**config.mk**
```make
export PLATFORM = sky130hd
export DESIGN_NAME = alu_multi_flat
export DESIGN_NICKNAME = d
export VERILOG_FILES = /design/src/rtl/alu_multi_if.sv /design/src/rtl/alu_multi.sv /design/src/flat_wrapper.sv
export SDC_FILE = /design/constraint.sdc
export NUM_CORES = 1
export LEC_CHECK = 0
export CORE_MARGIN = 10
export CORE_UTILIZATION = 35
export DETAILED_ROUTE_END_ITERATION = 7
export PLACE_DENSITY = 0.56
export SYNTH_ARGS = -nofsm -noshare
export SYNTH_HDL_FRONTEND = slang
export SYNTH_SLANG_ARGS = --single-unit
```
**constraint.sdc**
```tcl
create_clock -name clock -period 7.3 [get_ports clock]
set_input_delay 1.46 -clock clock [delete_from_list [all_inputs] [get_ports clock]]
set_output_delay 1.46 -clock clock [all_outputs]
set_load 0.02 [all_outputs]
```
**src/rtl/alu_multi_if.sv**
```systemverilog
// rtl/alu_multi_if.sv - start/busy/done handshake and operand/result bus for alu_multi
interface alu_multi_if #(
  parameter int WIDTH  = 4,
  parameter int DIGITS = 4
);
  localparam int TOT = WIDTH * DIGITS;

  logic           start;
  logic [2:0]     op;
  logic [TOT-1:0] a;
  logic [TOT-1:0] b;
  logic           cin;
  logic           busy;
  logic           done;
  logic [TOT-1:0] result;
  logic           cout;
  logic           zero;

  modport master (
    output start, op, a, b, cin,
    input  busy, done, result, cout, zero
  );

  modport slave (
    input  start, op, a, b, cin,
    output busy, done, result, cout, zero
  );
endinterface

```
**src/rtl/alu_multi.sv**
```systemverilog
// rtl/alu_multi.sv - digit-serial multi-digit ALU; optional zero flag enabled by ALU_MULTI_ZERO_FLAG_EN
module alu_multi #(
  parameter int WIDTH  = 4,
  parameter int DIGITS = 4
) (
  input logic        clock,
  input logic        reset_n,
  alu_multi_if.slave bus
);
  localparam int TOT   = WIDTH * DIGITS;
  localparam int IDX_W = (DIGITS > 1) ? $clog2(DIGITS) : 1;
  localparam logic [IDX_W-1:0] LAST = IDX_W'(DIGITS - 1);

  localparam logic [2:0] OP_ADD = 3'd0;
  localparam logic [2:0] OP_SUB = 3'd1;
  localparam logic [2:0] OP_BCD = 3'd2;
  localparam logic [2:0] OP_ROL = 3'd3;
  localparam logic [2:0] OP_ROR = 3'd4;
  localparam logic [2:0] OP_LG2 = 3'd5;

  typedef enum logic {IDLE, RUN} state_t;

  state_t           state;
  logic [TOT-1:0]   a_sh;
  logic [TOT-1:0]   b_sh;
  logic [TOT-1:0]   acc;
  logic [2:0]       op_r;
  logic             carry;
  logic [IDX_W-1:0] idx;
  logic             busy_r;
  logic             done_r;
  logic             cout_r;
  logic [TOT-1:0]   result_r;

  logic [WIDTH-1:0] a_d;
  logic [WIDTH-1:0] b_d;
  logic [WIDTH:0]   sum;
  logic [WIDTH-1:0] dig;
  logic             dig_c;
  logic [TOT-1:0]   acc_next;
  logic [TOT-1:0]   lg2;
  logic [TOT-1:0]   single_res;
  logic             single_c;
  logic             is_serial;
  logic             complete;
  logic [TOT-1:0]   fin_res;
  logic             fin_c;

  // Digit slice: low digit of the shifting operands plus running carry, with decimal adjust
  always_comb begin
    a_d   = a_sh[WIDTH-1:0];
    b_d   = (op_r == OP_SUB) ? ~b_sh[WIDTH-1:0] : b_sh[WIDTH-1:0];
    sum   = {1'b0, a_d} + {1'b0, b_d} + {{WIDTH{1'b0}}, carry};
    dig   = sum[WIDTH-1:0];
    dig_c = sum[WIDTH];
    // Decimal correction only makes sense for 4-bit digits; other widths fall back to binary add
    if (WIDTH == 4 && op_r == OP_BCD && sum > (WIDTH+1)'(9)) begin
      dig   = sum[WIDTH-1:0] + WIDTH'(6);
      dig_c = 1'b1;
    end
    // Result digits enter at the top so the final word is aligned after DIGITS shifts
    acc_next = (acc >> WIDTH) | (TOT'(dig) << (TOT - WIDTH));
  end

  // Word-level log2+1: zero stays zero, one-hot gives bit position+1, anything else saturates
  always_comb begin
    lg2 = '0;
    if (a_sh != '0) begin
      if ((a_sh & (a_sh - TOT'(1))) != '0) begin
        lg2 = '1;
      end else begin
        for (int i = 0; i < TOT; i++) begin
          if (a_sh[i]) lg2 = TOT'(i + 1);
        end
      end
    end
  end

  // Single-cycle ops and completion selection
  always_comb begin
    single_res = a_sh;
    single_c   = carry;
    is_serial  = 1'b0;
    case (op_r)
      OP_ADD, OP_SUB, OP_BCD: is_serial = 1'b1;
      OP_ROL: {single_c, single_res} = {a_sh, carry};
      OP_ROR: {single_res, single_c} = {carry, a_sh};
      OP_LG2: begin
        single_res = lg2;
        single_c   = 1'b0;
      end
      default: ;
    endcase
    complete = !is_serial || (idx == LAST);
    fin_res  = is_serial ? acc_next : single_res;
    fin_c    = is_serial ? dig_c : single_c;
  end

`ifdef ALU_MULTI_ZERO_FLAG_EN
  logic zero_r;
  assign bus.zero = zero_r;
`else
  assign bus.zero = 1'b0;
`endif

  // Control FSM: accept in IDLE, step digits in RUN, publish result and pulse done on exit
  always_ff @(posedge clock) begin
    if (!reset_n) begin
      state    <= IDLE;
      busy_r   <= 1'b0;
      done_r   <= 1'b0;
      result_r <= '0;
      cout_r   <= 1'b0;
      idx      <= '0;
      a_sh     <= '0;
      b_sh     <= '0;
      acc      <= '0;
      op_r     <= OP_ADD;
      carry    <= 1'b0;
`ifdef ALU_MULTI_ZERO_FLAG_EN
      zero_r   <= 1'b0;
`endif
    end else begin
      done_r <= 1'b0;
      case (state)
        IDLE: begin
          if (bus.start) begin
            a_sh   <= bus.a;
            b_sh   <= bus.b;
            op_r   <= bus.op;
            carry  <= bus.cin;
            idx    <= '0;
            acc    <= '0;
            busy_r <= 1'b1;
            state  <= RUN;
          end
        end
        RUN: begin
          if (is_serial) begin
            a_sh  <= a_sh >> WIDTH;
            b_sh  <= b_sh >> WIDTH;
            carry <= dig_c;
            acc   <= acc_next;
            idx   <= idx + IDX_W'(1);
          end
          if (complete) begin
            result_r <= fin_res;
            cout_r   <= fin_c;
            done_r   <= 1'b1;
            busy_r   <= 1'b0;
            state    <= IDLE;
`ifdef ALU_MULTI_ZERO_FLAG_EN
            zero_r   <= (fin_res == '0);
`endif
          end
        end
        default: state <= IDLE;
      endcase
    end
  end

  assign bus.busy   = busy_r;
  assign bus.done   = done_r;
  assign bus.result = result_r;
  assign bus.cout   = cout_r;
endmodule

```
**src/flat_wrapper.sv**
```systemverilog
// flat-port wrapper written by rule: the top's interface ports become plain ports
module alu_multi_flat 
#(
  parameter int WIDTH  = 4,
  parameter int DIGITS = 4
)
  (clock, reset_n, bus_start, bus_op, bus_a, bus_b, bus_cin, bus_busy, bus_done, bus_result, bus_cout, bus_zero);
  alu_multi_if #(.WIDTH(WIDTH), .DIGITS(DIGITS)) bus_i ();
  input logic clock;
  input logic reset_n;
  input wire logic [$bits(bus_i.start)-1:0] bus_start;
  input wire logic [$bits(bus_i.op)-1:0] bus_op;
  input wire logic [$bits(bus_i.a)-1:0] bus_a;
  input wire logic [$bits(bus_i.b)-1:0] bus_b;
  input wire logic [$bits(bus_i.cin)-1:0] bus_cin;
  output wire logic [$bits(bus_i.busy)-1:0] bus_busy;
  output wire logic [$bits(bus_i.done)-1:0] bus_done;
  output wire logic [$bits(bus_i.result)-1:0] bus_result;
  output wire logic [$bits(bus_i.cout)-1:0] bus_cout;
  output wire logic [$bits(bus_i.zero)-1:0] bus_zero;
  assign bus_i.start = bus_start;
  assign bus_i.op = bus_op;
  assign bus_i.a = bus_a;
  assign bus_i.b = bus_b;
  assign bus_i.cin = bus_cin;
  assign bus_busy = bus_i.busy;
  assign bus_done = bus_i.done;
  assign bus_result = bus_i.result;
  assign bus_cout = bus_i.cout;
  assign bus_zero = bus_i.zero;
  alu_multi #(.WIDTH(WIDTH), .DIGITS(DIGITS)) u_core (.clock(clock), .reset_n(reset_n), .bus(bus_i));
endmodule
```
* After elaboration in Yosys (flattened, before gate mapping)
Cells that the tools add are included.
** Operators by class
- $lt $le $gt $ge :: 1
- Muxes and demuxes :: 48
- Bitwise gates (word level) :: 4
- Add/sub/neg operators :: 5
- Equal/unequal tests :: 9
- Reductions and logical operators :: 12
** Operators with widths (number)
- $mux 16 :: 9
- $pmux 16 s2 :: 3
- $pmux 16 s3 :: 1
- $mux 4 :: 10
- $reduce_bool 16->1 :: 2
- $and 16x16->16 :: 1
- $or 12x16->16 :: 1
- $sub 16x1->16 const B :: 1
- $mux 3 :: 4
- $mux 1 :: 11
- $reduce_and 2->1 :: 5
- $mux 2 :: 4
- $eq 3x2->1 const B :: 2
- $eq 3x3->1 const B :: 2
- $ne 2x2->1 const B :: 3
- $pmux 1 s2 :: 3
- $add 4x4->5 :: 1
- $add 5x1->5 :: 1
- $gt 5x4->1 const B :: 1
- $mux 5 :: 1
- $add 4x3->4 const B :: 1
- $not 4->4 :: 1
- $pmux 2 s2 :: 1
- $eq 3x1->1 const B :: 1
- other kinds (9) :: 9
** Word-level totals
- Input bits :: 39
- Word-level logic and storage cells :: 90
- Register bits after elaboration :: 74

* Longest topological paths before layout
- Word-level depth :: 20
- Depth in mapped cells :: 14
- Depth with buffers taken out :: 13

* Worst setup path after synthesis
OpenSTA, ideal clock, no wires.
- Path kind :: reg2reg
- Start point :: register u_core.op_r[2]
- End point :: register u_core.result_r[14] (netlist: u_core.bus.result[14])
- Stages on the path, launching flop included :: 15
- Setup slack :: 3793 ps
- Arrival :: 3386 ps
- Setup time :: 122 ps
- Path through :: dfxtp_1 clkbuf_1 nor3b_1 xnor2_1 fa_1 inv_1 fa_1 inv_1 ha_1 nand2b_1 a22oi_1 a31oi_1 or3b_2 a21oi_1 o31ai_1
** On the way
- Cells in the longest elaborated chain, start to end :: 9
- Elaborated cells on any way between the ends :: 21
- Classes of those cells :: add/sub (3); order compare (1); eq/ne (5); mux (5); bitwise (1); reduce/logical (6)
** RTL lines
- from (decl) :: RTL line alu_multi.sv:27 : logic [2:0] op_r;
- from (signal assigned) :: RTL line alu_multi.sv:130 : op_r <= bus.op;
- $eq 3x1->1 :: RTL line alu_multi.sv:52, alu_multi.sv:84
- $mux 4 :: RTL line alu_multi.sv:52 : b_d = (op_r == OP_SUB) ? ~b_sh[WIDTH-1:0] : b_sh[WIDTH-1:0];
- $add 4x4->5 :: RTL line alu_multi.sv:53 : sum = {1'b0, a_d} + {1'b0, b_d} + {{WIDTH{1'b0}}, carry};
- $add 5x1->5 :: RTL line alu_multi.sv:53
- $gt 5x4->1 :: RTL line alu_multi.sv:57 : if (WIDTH == 4 && op_r == OP_BCD && sum > (WIDTH+1)'(9)) begin
- $logic_and 1x1->1 :: RTL line alu_multi.sv:57
- $mux 4 :: RTL line alu_multi.sv:57
- $or 12x16->16 :: RTL line alu_multi.sv:62 : acc_next = (acc >> WIDTH) | (TOT'(dig) << (TOT - WIDTH));
- $mux 16 :: RTL line alu_multi.sv:95 : fin_res = is_serial ? acc_next : single_res;
- to (signal assigned) :: RTL line alu_multi.sv:147 : result_r <= fin_res;
- to (decl) :: RTL line alu_multi.sv:33 : logic [TOT-1:0] result_r;
Several ways; a longest one is shown, not always the timed one.
A chain may end at the register's enable or synchronous reset.

* Final worst setup path
- Start point :: register u_core.op_r[0]
- End point :: register u_core.result_r[14] (netlist: u_core.bus.result[14])
Same word-level chain as after synthesis.

==> impl_metrics.csv <==
group,metric,value,unit
run_status,run_status,"completed",
synth,yosysTopAreaCellShare,33.5,%
synth,syn_inst,516,
clock_network,holdBufCountCts,0,
route,drcViolationCount,0,
floorplanning,initial_utilization,36.2,%
clock_network,ctsRootBufferMaster,"clkbuf_16",
clock_network,htreeDepth,3,
synth,synthesis.area,4180,sq um
layout,drive_gt1_share,7.39,%
setup_path,endpoint_kind,"flip-flop",
synth,yosysTopAreaCell,"dfxtp_1",
grt,use_met2,25.2,%
grt,grt_remaining_overflow,0,
synth,ys_top_cells_by_area,"dfxtp_1, mux2i_1, o211a_1",
power_and_ir_drop,cellPowerDensity,253,nW/um^2
floorplanning,fp.dieH,129,um
power_and_ir_drop,ir_worst_vdd,0.121,mV
layout,antenna_cells,0,
synth,synthSimpleGateAreaFrac,17.9,%
layout,finalNetCount,583,
route,routed_wl,12.1,mm
route,dr_total_vias,3940,
grt,antenna_found_initial,0,
setup_path,required,7.52,ns
timing,finalSetupTns,0,ns
route,detail_route.vias_per_cell,5.76,
layout,final_common_cell,"dfxtp_1",
timing,fmax,0.229,GHz
layout,final_cell_mix,"dfxtp_1, nand2_1, clkdlybuf4s50_1",
synth,ys_warn_count,0,
route,dr.pass1.iters,5,
setup_path,crit_buf_inv,1,
timing,fin_ws,2.93,ns
route,wire_per_inst,17.6,um
timing,hold_violations,0,
route,ant_nets,0,
clock_network,cts_resized,0,
clock_network,clk_pin_slew_worst_paths,0.06,ns
route,drt_iter0_drc,342,
setup_path,crit_path_top_delay_cell,"dfxtp_1",
place,numPortBuffers,57,
grt,use_met3,2.69,%
synth,synth_xor_area_share,1.05,%
clock_network,clock_latency,0.34,ns
grt,grtUsageTotal,14.7,%
setup_path,cp_max_fo,30,
place,pre_cts_ws,2.98,ns
place,dpl-instance-area,4730,sq um
power_and_ir_drop,p_comb_share,21.2,%
setup_path,startpoint_type,"flip-flop",
setup_path,cp_cell_sequence,"nor3b_1, xnor2_1, fa_1, inv_1, fa_1, xnor2_1, ha_1, nand2b_1, a22oi_1, a31oi_1, or3b_2, a21oi_1, o31ai_1",
hold_path,min_path_type,"flip-flop to flip-flop",
synth,synth-seq-cells,70,
grt,grt_pass1_wl,20.0,mm
power_and_ir_drop,power_frac_seq,35.5,%
grt,grt_max_degree,49,
synth,yosysSeqAreaShare,33.5,%
power_and_ir_drop,p_sw_share,29.0,%
power_and_ir_drop,power,1290,uW
setup_path,critPathTopFamily,"simple AND/OR/NAND/NOR gates",
synth,synth_mux_area_share,5.98,%
clock_network,cts_inserted_buffers,9,
clock_network,clockBufferDepth,2,
clock_network,cts_tree,"yes",
timing,finClkSkew,0.00674,ns
setup_path,cpPeakStageDelay,0.94,ns
synth,synth_top_family_by_area,"compound AO/OA/AOI/OAI gates",
floorplanning,row_count,39,
clock_network,clock_sinks,70,
timing,worst_pin_slew,0.939,ns
floorplanning,die-area,16700,sq um
timing,setup_viol,0,
flow_run,cap_violations,0,
timing,rsz0062_at_grt,"no",
synth,yosys.area_share.adder,2.75,%
grt,busiest_layer,"met2",
synth,synth_edf_count,0,
layout,area_delta_synth_final,22.1,%
synth,synth_cell_types,67,
layout,final_cells,684,
setup_path,cp.arrival,4.59,ns
timing,fin_crit,4.37,ns
timing,period_share,59.9,%
place,place.gp.congestion,0.855,
floorplanning,core-area,11600,sq um
timing,max_slew_margin,37.3,%
timing,slew_viol_final,0,
synth,synth-main-ff-cell,"dfxtp_1",
place,hpwlAfterDp,8.64,mm
power_and_ir_drop,intPower,918,uW
power_and_ir_drop,power_switching,374,uW
power_and_ir_drop,clkPwrFrac,43.3,%
power_and_ir_drop,leakage,0.00209,uW
setup_path,worst-setup-path-type,"flip-flop to flip-flop",
grt,grt_use_met1,17.9,%
grt,grt_pass1_vias,3985,
synth,synth.avg_cell_area,8.11,sq um
floorplanning,dieWidth,129,um
layout,fin_area,5110,sq um
synth,synth_compound_area_share,32.0,%
synth,syn_nets,563,
floorplanning,pin_count,59,
clock_network,cts_setup_buffers,0,
synth,async_flop_share,0,%
place,dp.cells,668,
-- per-layer routing --
metal	part of all wire, %	up-vias
met5	0	-
met4	1.5	0
met3	5.6	21
met2	48	126
met1	45	1872
li1	-	1921
-- Yosys cell counts (10+ instances only) --
library cell,instances
a22oi_1,13
nand3_1,28
nand2_1,60
o21ai_0,44
a21oi_1,32
inv_1,12
nor2_1,28
buf_2,17
o211a_1,24
mux2i_1,25
clkbuf_1,29
a21boi_0,22
dfxtp_1,70
o21ai_1,10
-- worst reg2reg max path, cell delays in order (launching register included) --
cell	delay, ns
dfxtp_1	0.94
nor3b_1	0.65
xnor2_1	0.22
fa_1	0.22
inv_1	0.06
fa_1	0.40
xnor2_1	0.41
ha_1	0.22
nand2b_1	0.05
a22oi_1	0.21
a31oi_1	0.15
or3b_2	0.51
a21oi_1	0.15
o31ai_1	0.08
-- state kept, by name, indices dropped and copies added, names as in the netlist, 2 cells and up --
register / count
u_core.bus.result: 16
u_core.op_r: 3
u_core.a_sh: 16
u_core.b_sh: 16
u_core.idx: 2
u_core.acc: 12
-- through the flow --
| step | hold slack [ns] | util [%] |
|---|---|---|
| 6_report | 0.451 | 44.2 |
| 5_1_grt | 0.475 | 44.2 |
| 4_1_cts | 0.461 | 44.2 |
| 3_5_place_dp | 0.452 | 40.9 |
| 3_3_place_gp | 0.446 | 40.9 |
| 2_1_floorplan | 0.448 | - |
-- final timing paths --
path,from,to,slack [ns],cells past startpoint
min reg2reg,u_core.bus.result[12],u_core.bus.result[12],0.45,2
max reg2reg,u_core.op_r[0],u_core.bus.result[14],2.93,13
max,u_core.op_r[0],u_core.bus.result[14],2.93,13
min,u_core.bus.result[12],u_core.bus.result[12],0.45,2
-- area by class of cell --
class	instances	area, sq um
Timing Repair Buffer	61	601
Clock buffer	11	253
Inverter	12	45.0
Tap cell	143	179
Fill cell	1178	6450
Sequential cell	70	1400
Multi-Input combinational cell	382	2500
Clock inverter	5	129
-- cell families (layout without fill, tap and decap cells) --
group	count (synthesis)	after routing
flip-flops	70	70
AND/OR/NAND/NOR	150	150
XOR/XNOR	5	5
AO/OA/AOI/OAI	193	193
other	1	1
buffers and inverters	64	89
multiplexers	25	25
adder cells (fa/ha/maj)	8	8
-- power by group through the flow --
stage	clock network, uW	logic [uW]	registers (uW)
2_1_floorplan	0	230	434
3_3_place_gp	0	268	466
3_5_place_dp	0	273	467
4_1_cts	570	274	459
5_1_grt	581	310	463
6_report	559	274	459
Power figures use the tool's default switching activity.
